**src/rtl/xdma_pkg.sv**
```systemverilog
// -----------------------------------------------------------------------------
// xdma_pkg
// Shared XDMA types and helpers.
//   xdma_to_remote_grant_t : grant payload forwarded to the remote side
//   xdma_req_desc_t        : descriptor travelling with each grant
//   xdma_idx_width()       : index width for an N-entry vector, never below 1
// -----------------------------------------------------------------------------
package xdma_pkg;

  typedef logic [31:0] xdma_to_remote_grant_t;

  typedef struct packed {
    logic [7:0]  src_id;
    logic [23:0] length;
  } xdma_req_desc_t;

  // $clog2(1) is 0, which would give a zero-width index for a single requester.
  function automatic int unsigned xdma_idx_width(input int unsigned n);
    return (n > 1) ? $clog2(n) : 1;
  endfunction

endpackage

```
**src/rtl/xdma_rr_pick.sv**
```systemverilog
// -----------------------------------------------------------------------------
// xdma_rr_pick
// Combinational round-robin picker. It searches the valid vector starting at
// the pointer and wraps from NumReq-1 back to 0.
//   valid_i [NumReq] : request bits
//   ptr_i   [IdxW]   : highest-priority index; always < NumReq
//   idx_o   [IdxW]   : first valid index at or after ptr_i (wrapping)
//   found_o          : at least one valid bit is set
// -----------------------------------------------------------------------------
module xdma_rr_pick #(
  parameter int unsigned NumReq = 4,
  parameter int unsigned IdxW   = 2
) (
  input  logic [NumReq-1:0] valid_i,
  input  logic [IdxW-1:0]   ptr_i,
  output logic [IdxW-1:0]   idx_o,
  output logic              found_o
);

  logic [NumReq-1:0] hit;
  logic [IdxW-1:0]   cand_idx [NumReq];

  // Candidate gi is the requester reached gi steps after the pointer. The
  // extra sum bit holds ptr+gi (at most 2*NumReq-2), so one subtraction wraps it.
  for (genvar gi = 0; gi < NumReq; gi++) begin : g_cand
    logic [IdxW:0] sum;
    assign sum          = {1'b0, ptr_i} + (IdxW+1)'(gi);
    assign cand_idx[gi] = (sum >= (IdxW+1)'(NumReq)) ? IdxW'(sum - (IdxW+1)'(NumReq))
                                                     : sum[IdxW-1:0];
    assign hit[gi]      = valid_i[cand_idx[gi]];
  end

  // The lowest rotated position wins. The loop runs downward, so the last hit
  // assigned is the one closest to the pointer.
  always_comb begin
    found_o = 1'b0;
    idx_o   = '0;
    for (int i = int'(NumReq) - 1; i >= 0; i--) begin
      if (hit[i]) begin
        found_o = 1'b1;
        idx_o   = cand_idx[i];
      end
    end
  end

endmodule

```
**src/rtl/xdma_grant_arbiter.sv**
```systemverilog
// -----------------------------------------------------------------------------
// xdma_grant_arbiter
// Round-robin arbiter that passes one locked requester's grant downstream and
// limits the number of grants that are in flight.
//   clk_i, rst_ni              : clock, asynchronous active-low reset
//   req_grant_i/req_desc_i     : per-requester payload and descriptor
//   req_valid_i/req_ready_o    : per-requester handshake (ready one-hot or 0)
//   grant_o/grant_desc_o       : payload/descriptor of the locked requester
//   grant_valid_o/grant_ready_i: downstream handshake
//   finish_i                   : one issued grant has completed (1-cycle pulse)
//   outstanding_o              : grants issued and not yet finished
//   busy_o                     : FSM active or grants in flight
//   err_o                      : sticky, set by finish_i with nothing in flight
// -----------------------------------------------------------------------------
module xdma_grant_arbiter #(
  parameter int unsigned NumReq         = 4,
  parameter int unsigned MaxOutstanding = 4,
  parameter type xdma_to_remote_grant_t = logic,
  parameter type xdma_req_desc_t        = logic
) (
  input  logic                                 clk_i,
  input  logic                                 rst_ni,
  input  xdma_to_remote_grant_t                req_grant_i [NumReq],
  input  xdma_req_desc_t                       req_desc_i  [NumReq],
  input  logic [NumReq-1:0]                    req_valid_i,
  output logic [NumReq-1:0]                    req_ready_o,
  output xdma_to_remote_grant_t                grant_o,
  output xdma_req_desc_t                       grant_desc_o,
  output logic                                 grant_valid_o,
  input  logic                                 grant_ready_i,
  input  logic                                 finish_i,
  output logic [$clog2(MaxOutstanding+1)-1:0]  outstanding_o,
  output logic                                 busy_o,
  output logic                                 err_o
);

  import xdma_pkg::*;

  localparam int unsigned     IdxW    = xdma_idx_width(NumReq);
  localparam int unsigned     CntW    = $clog2(MaxOutstanding + 1);
  localparam logic [CntW-1:0] CntMax  = CntW'(MaxOutstanding);
  localparam logic [IdxW-1:0] LastIdx = IdxW'(NumReq - 1);

  typedef enum logic {IDLE, SEND} state_e;

  state_e          state_reg,    state_next;
  logic [IdxW-1:0] lock_idx_reg, lock_idx_next;
  logic [IdxW-1:0] ptr_reg,      ptr_next;
  logic [CntW-1:0] cnt_reg,      cnt_next;
  logic            err_reg,      err_next;

  logic            pick_found;
  logic [IdxW-1:0] pick_idx;
  logic            sel_valid;
  logic            handshake;
  logic            can_arb;
  logic            finish_ok;

  xdma_rr_pick #(
    .NumReq (NumReq),
    .IdxW   (IdxW)
  ) u_pick (
    .valid_i (req_valid_i),
    .ptr_i   (ptr_reg),
    .idx_o   (pick_idx),
    .found_o (pick_found)
  );

  assign sel_valid = req_valid_i[lock_idx_reg];
  assign can_arb   = (cnt_reg < CntMax);

  // State register
  always_ff @(posedge clk_i or negedge rst_ni) begin
    if (!rst_ni) begin
      state_reg    <= IDLE;
      lock_idx_reg <= '0;
      ptr_reg      <= '0;
      cnt_reg      <= '0;
      err_reg      <= 1'b0;
    end else begin
      state_reg    <= state_next;
      lock_idx_reg <= lock_idx_next;
      ptr_reg      <= ptr_next;
      cnt_reg      <= cnt_next;
      err_reg      <= err_next;
    end
  end

  // Next state: lock the winner on entry to SEND. Only a completed handshake
  // advances the pointer. An abort leaves the pointer alone, so the same
  // requester stays first in line.
  always_comb begin
    state_next    = state_reg;
    lock_idx_next = lock_idx_reg;
    ptr_next      = ptr_reg;
    case (state_reg)
      IDLE: begin
        if (pick_found && can_arb) begin
          state_next    = SEND;
          lock_idx_next = pick_idx;
        end
      end
      SEND: begin
        if (handshake) begin
          state_next = IDLE;
          ptr_next   = (lock_idx_reg == LastIdx) ? '0 : lock_idx_reg + 1'b1;
        end else if (!sel_valid) begin
          state_next = IDLE;
        end
      end
      default: state_next = IDLE;
    endcase
  end

  // Outstanding counter. A finish that arrives with nothing in flight is
  // dropped and flagged as an error. A handshake and a legal finish in the
  // same cycle cancel out. The saturation guard keeps the counter from
  // wrapping.
  always_comb begin
    finish_ok = finish_i && (cnt_reg != '0);
    err_next  = err_reg | (finish_i && (cnt_reg == '0));
    cnt_next  = cnt_reg;
    if (handshake && !finish_ok && (cnt_reg != CntMax)) begin
      cnt_next = cnt_reg + 1'b1;
    end else if (!handshake && finish_ok) begin
      cnt_next = cnt_reg - 1'b1;
    end
  end

  // Outputs
  always_comb begin
    grant_valid_o = (state_reg == SEND) && sel_valid;
    handshake     = grant_valid_o && grant_ready_i;
    grant_o       = req_grant_i[lock_idx_reg];
    grant_desc_o  = req_desc_i[lock_idx_reg];
    outstanding_o = cnt_reg;
    busy_o        = (state_reg != IDLE) || (cnt_reg != '0);
    err_o         = err_reg;
  end

  for (genvar gi = 0; gi < NumReq; gi++) begin : g_ready
    assign req_ready_o[gi] = (state_reg == SEND) && (lock_idx_reg == IdxW'(gi)) && grant_ready_i;
  end

endmodule
```
**config.mk**
```make
export PLATFORM = sky130hd
export DESIGN_NAME = xdma_grant_arbiter
export DESIGN_NICKNAME = d
export VERILOG_FILES = /design/src/rtl/xdma_pkg.sv /design/src/rtl/xdma_rr_pick.sv /design/src/rtl/xdma_grant_arbiter.sv
export SDC_FILE = /design/constraint.sdc
export NUM_CORES = 1
export LEC_CHECK = 0
export CAP_MARGIN = 20
export CORE_MARGIN = 10
export CORE_UTILIZATION = 35
export DETAILED_ROUTE_END_ITERATION = 7
export PLACE_DENSITY = 0.71
export SYNTH_ARGS = -nofsm -noshare
export SYNTH_HDL_FRONTEND = slang
export SYNTH_SLANG_ARGS = --single-unit
```
**constraint.sdc**
```tcl
create_clock -name clk_i -period 2.88 [get_ports clk_i]
set_input_delay 0.864 -clock clk_i [delete_from_list [all_inputs] [get_ports clk_i]]
set_output_delay 0.864 -clock clk_i [all_outputs]
set_load 0.01 [all_outputs]
```
# Word level (Yosys, flattened, before mapping)
# Index checks and enable logic that the tools add are counted.
# totals
register_bits	9
output_inout_bits	12
inputBits	16
wordCells	93
# op_classes
muxes	35
n_addsub	10
magnitude_cmp	11
n_reduce_logical	25
bitwise	3
n_eq_ne	4
# ops
operator	n
2-bit 2-to-1 mux	9
1-bit logical AND	16
1-bit 2-to-1 mux	16
2-bit by 3-bit < comparator with 1-bit output, second input constant	5
1-bit binary-select mux with 2-bit select	7
3-bit greater-or-equal comparator, second input constant	4
2-bit by 1-bit subtractor with 2-bit output, second input constant	4
2-bit by 2-bit adder with 3-bit output, second input constant	2
3-bit 2-to-1 mux	2
2-bit equality test, second input constant	2
2-bit AND reduction	2
2-bit by 1-bit adder with 3-bit output, second input constant	1
3-bit by 1-bit adder with 3-bit output, second input constant	1
2-bit by 3-bit greater-or-equal comparator with 1-bit output, second input constant	1
3-bit logical NOT	1
3-bit < comparator, second input constant	1
3-bit != test, second input constant	1
2-bit inverter with 3-bit output	1
3-bit nonzero test	1
3-bit by 1-bit subtractor with 3-bit output, second input constant	1
2-bit by 1-bit adder with 2-bit output, second input constant	1
2-bit by 1-bit equality test with 1-bit output, second input constant	1
1-bit logical NOT	2
2-bit logical NOT	1
other kinds (5)	5

# Depth between registers and ports, before layout
# logic_depth
depth_word	12
ltp_mapped	10
depth_no_buf	8

# By module
# A second synthesis with hierarchy kept.
# unflattened
hier_cells	87
hier_area_um2	804.5
# by_module_without_submodules
module	n_inst	area_each_um2	seq_area_each_um2	cells_each
xdma_grant_arbiter	1	726.9	225.2	74
xdma_rr_pick	1	77.6	0.0	13

# Least setup slack after synthesis
# No wires, ideal clock.
# synth_timing
kind	input to register
start	input port req_valid_i[3]
end	register cnt_reg[2], in the netlist outstanding_o[2]
required_time_ns	2.744
setup_ns	0.136
stages	9
path_buffers	1
arrival_time_ns	2.411
path_slack_ns	0.333
cell_sequence	mux4_2 -> and2_4 -> buf_6 -> o21ai_0 -> fa_1 -> nand2b_1 -> a211oi_1 -> a31oi_1 -> o211ai_1
# synth_via
elab_chain_cells	7
elab_cells_between_ends	10
cone_classes	mux: 3; reduce/logical: 7
# synth_rtl
item	line_no	text
start: declaration	xdma_grant_arbiter.sv:25	input logic [NumReq-1:0] req_valid_i,
1-bit binary-select mux with 2-bit select (*)	xdma_grant_arbiter.sv:69	assign sel_valid = req_valid_i[lock_idx_reg];
1-bit 2-to-1 mux (implied by the code) (*)	xdma_grant_arbiter.sv:69	
1-bit logical AND (*)	xdma_grant_arbiter.sv:132	grant_valid_o = (state_reg == SEND) && sel_valid;
1-bit logical AND (*)	xdma_grant_arbiter.sv:133	handshake = grant_valid_o && grant_ready_i;
1-bit logical AND / 1-bit logical NOT (equally long branches)	xdma_grant_arbiter.sv:123, xdma_grant_arbiter.sv:125	
1-bit logical AND (on tied branches)	xdma_grant_arbiter.sv:123, xdma_grant_arbiter.sv:125	
3-bit 2-to-1 mux / 2-bit nonzero test (equally long branches)	n/a	
end signal: assignment	xdma_grant_arbiter.sv:84	cnt_reg <= cnt_next;
end: declaration	xdma_grant_arbiter.sv:49	logic [CntW-1:0] cnt_reg, cnt_next;
# Mark *: on every way between the ends. The rest lies on a longest branch, timed or not. The select of a mux whose other input is x is not followed.
# A chain may end at the register's enable or synchronous reset.

# Final worst setup path
# layout_timing
start	input port req_grant_i[2] (netlist bit)
end	output port grant_o
# layout_via
elab_chain_cells	3
# layout_rtl
item	line_no	text
start: declaration	xdma_grant_arbiter.sv:23	input xdma_to_remote_grant_t req_grant_i [NumReq],
1-bit binary-select mux with 2-bit select	xdma_grant_arbiter.sv:134	grant_o = req_grant_i[lock_idx_reg];
1-bit 2-to-1 mux (implied by the code) (2 in a row)	xdma_grant_arbiter.sv:134	
end: declaration	xdma_grant_arbiter.sv:27	output xdma_to_remote_grant_t grant_o,
# No other way between the ends. The select of a mux whose other input is x is not followed.

==> metrics.md <==
| Metric | Value |
|---|---|
| Final Non-Filler Cells | `146` |
| Reg clk slew, reported paths | `60 ps` |
| Clock share of power | `10.4%` |
| Synth Area in Compound Gates | `22.1%` |
| Number of enable flip-flop cells after synthesis | `0` |
| Via Count | `760` |
| Total Die Area | `4500 sq um` |
| Internal Power | `0.000557 W` |
| Core box area | `2040 sq um` |
| # DRC | `0` |
| Worst Clk Skew | `2.51 ps` |
| Switching Fraction | `42.6%` |
| Worst path slowest cell | `mux4_1` |
| Most used routing layer | `met2` |
| TritonRoute pass-1 iters | `4` |
| Ant. Diodes | `0` |
| Share of layout cells above drive strength 1 | `23.5%` |
| Mean Syn Cell Area | `9.70 sq um` |
| Max Clk Rate | `361 MHz` |
| Initial antenna violation count | `0` |
| CTS tree | `done` |
| Global-route wire length before repair | `3440 microns` |
| Routability Congestion | `0.779` |
| Max cap viols | `0` |
| Net Switching | `0.000413 W` |
| Post-synthesis net count | `101` |
| Async S/R FF share, synth | `100%` |
| Sequential Power Share | `29.5%` |
| Grt met1 use | `11.0%` |
| Leakage | `0.532 nW` |
| Area Growth Syn to Fin | `48.9%` |
| Avg WL per Cell | `14.1 microns` |
| Placed Cells | `142` |
| Crit share post-route | `96.2%` |
| Num Clock Sinks | `9` |
| Initial Util | `38.0%` |
| Detail-routed via count per cell | `5.21` |
| CTS Buffer Depth | `2` |
| Warnings from Yosys | `0` |
| Iteration-0 DRC Markers | `14` |
| IO Count | `28` |
| Power density cells | `840 nW/um^2` |
| CTS root buffer | `clkbuf_4` |
| Worst Path Max Fanout | `1` |
| Hold buffers post-CTS | `0` |
| Met2 Use GR | `17.2%` |
| Post-Synth XOR/XNOR Area | `1.13%` |
| Hold_ws | `458 ps` |
| Multi-input logic area | `503 sq um` |
| RSZ-0062 raised after global routing | `false` |
| Detail Route Antenna Nets | `0` |
| Critical path required time | `2020 ps` |
| HP Class | `register to register` |
| Synth top area share | `29.0%` |
| Arr. time, crit path | `1910 ps` |
| Clk_lat worst skew | `260 ps` |
| FILL cells | `196` |
| Status | `completed` |
| PortBufs | `27` |
| WP buf/inv | `2` |
| Slew at the pin closest to its max-slew limit | `446 ps` |
| Hold Vio Cnt, Final | `0` |
| Yosys top cell by area | `dfrtp_1` |
| Largest net degree at the start of global routing | `11` |
| Yosys cell types | `40` |
| Fin Setup TNS | `0 ps` |
| Area of the mapped netlist | `776 sq um` |
| Final slew viol count | `0` |
| Total Wirelength | `2060 microns` |
| Vias in the first global route | `759` |
| Total global-route track usage | `9.77%` |
| Synth Area in Adders | `9.03%` |
| Die Wd | `67.1 microns` |
| Cts bufs inserted | `3` |
| Largest family of logic cells by synthesized area | `compound AO/OA/AOI/OAI gates` |
| Post-layout minimum cycle time | `2770 ps` |
| Seq/Total Area, Yosys | `29.0%` |
| Die Ht | `67.1 microns` |
| Largest register FFs | `3` |
| Crit Path Class | `input port to output port` |
| Delay of the slowest critical-path stage | `500 ps` |
| Row cnt | `16` |
| Main synth FF type | `dfrtp_1` |
| Met3 GRT Util | `3.34%` |
| Mapped Cells | `80` |
| Synth area leaders | `dfrtp_1, mux4_1, ha_1` |
| H-tree levels | `1` |
| Synth Area in Simple Gates | `21.3%` |
| Post-CTS setup-driven buffer insertion count | `0` |
| Commonest non-fill, non-tap cell in the layout | `clkdlybuf4s50_1` |
| Setup-failing EPs final | `0` |
| Worst path cell trace | `clkdlybuf4s50_1 > mux4_1 > buf_2` |
| Critical path endpoint category | `output port` |
| Startpoint Class | `input port` |
| Hpwl dp | `1700 microns` |
| Grt total ovfl | `0` |
| Fin nets | `141` |
| Combinational power share | `60.1%` |
| Family with the most delay on the worst path | `buffers and inverters` |
| Most frequent cells in the layout | `clkdlybuf4s50_1, buf_4, dfrtp_1` |
| Peak supply drop | `0.000447 V` |
| Max_slew headroom | `70.2%` |
| Synth Register Bits | `9` |
| Mux share of post-synthesis cell area | `11.0%` |
| Sequential cell area | `225 sq um` |
[per-stage QoR]
step | instance area [sq um] | worst slack, ps | total power, W | utilization, %
final | 1150 | 109 | 0.000970 | 56.6
after CTS | 1160 | 0.536 | 0.000994 | 56.8
after detailed placement | 1130 | -369 | 0.000893 | 55.6
after global placement | 1130 | -355 | 0.000883 | 55.6
after global routing | 1150 | 71.4 | 0.00107 | 56.6
after floorplan | 776 | 333 | 0.000639 | -
[routing by layer]
metal / up-vias / wire length [microns]
li1: 377 / -
met1: 369 / 851
met2: 14 / 1120
met3: 0 / 94
met4: 0 / 0
met5: - / 0
[power by group through the flow]
stage / Sequential [W] / Clock [W] / Combinational (W)
after floorplan: 0.000265 / 0 / 0.000374
after global placement: 0.000284 / 0 / 0.000598
after detailed placement: 0.000287 / 0 / 0.000606
after CTS: 0.000285 / 0.000106 / 0.000603
after global routing: 0.000303 / 0.000113 / 0.000653
final: 0.000286 / 0.000101 / 0.000583
[final cells by class]
cell class              count  share of cell area (%)
inverters                   6                    1.95
well taps                  27                    2.93
repair buffers             38                    29.8
clock buffers               4                    2.28
flip-flops and latches      9                    19.5
multi-input cells          62                    43.6
[worst paths after layout]
path	to	cells after the start	slack [ps]	from
worst min-delay path	err_o$_DFF_PN0_	1	460	err_o$_DFF_PN0_
worst min register to register	err_o$_DFF_PN0_	1	460	err_o$_DFF_PN0_
worst max-delay path	grant_o	3	110	req_grant_i[2]
min in group asynchronous	outstanding_o[1]$_DFFE_PN0P_	1	910	rst_ni
worst max register to register	outstanding_o[2]$_DFFE_PN0P_	9	560	lock_idx_reg[0]$_DFFE_PN0P_
max in group asynchronous	lock_idx_reg[0]$_DFFE_PN0P_	1	1660	rst_ni
[what timing repair did]
action,in CTS,in global routing
endpoints found under the setup margin,7,4
gates resized for setup,15,5
pin swaps,1,0
gates cloned,0,0
[cell families after synthesis]
family,count (synthesis)
adder cells (fa/ha/maj),5
AND/OR/NAND/NOR,29
buffers and inverters,9
AO/OA/AOI/OAI,23
XOR/XNOR,1
flip-flops,9
multiplexers,4
[cells in the mapped netlist, drive strengths merged, types with 2 or more instances]
master / count
a21oi: 5
and3: 4
o21ai: 4
and2: 2
nor2: 3
buf: 3
nand2b: 2
nor3: 2
nand2: 9
dfrtp: 9
nand4: 2
a21o: 2
o211ai: 3
inv: 6
mux4: 3
ha: 4
Power figures use the tool's default switching activity.
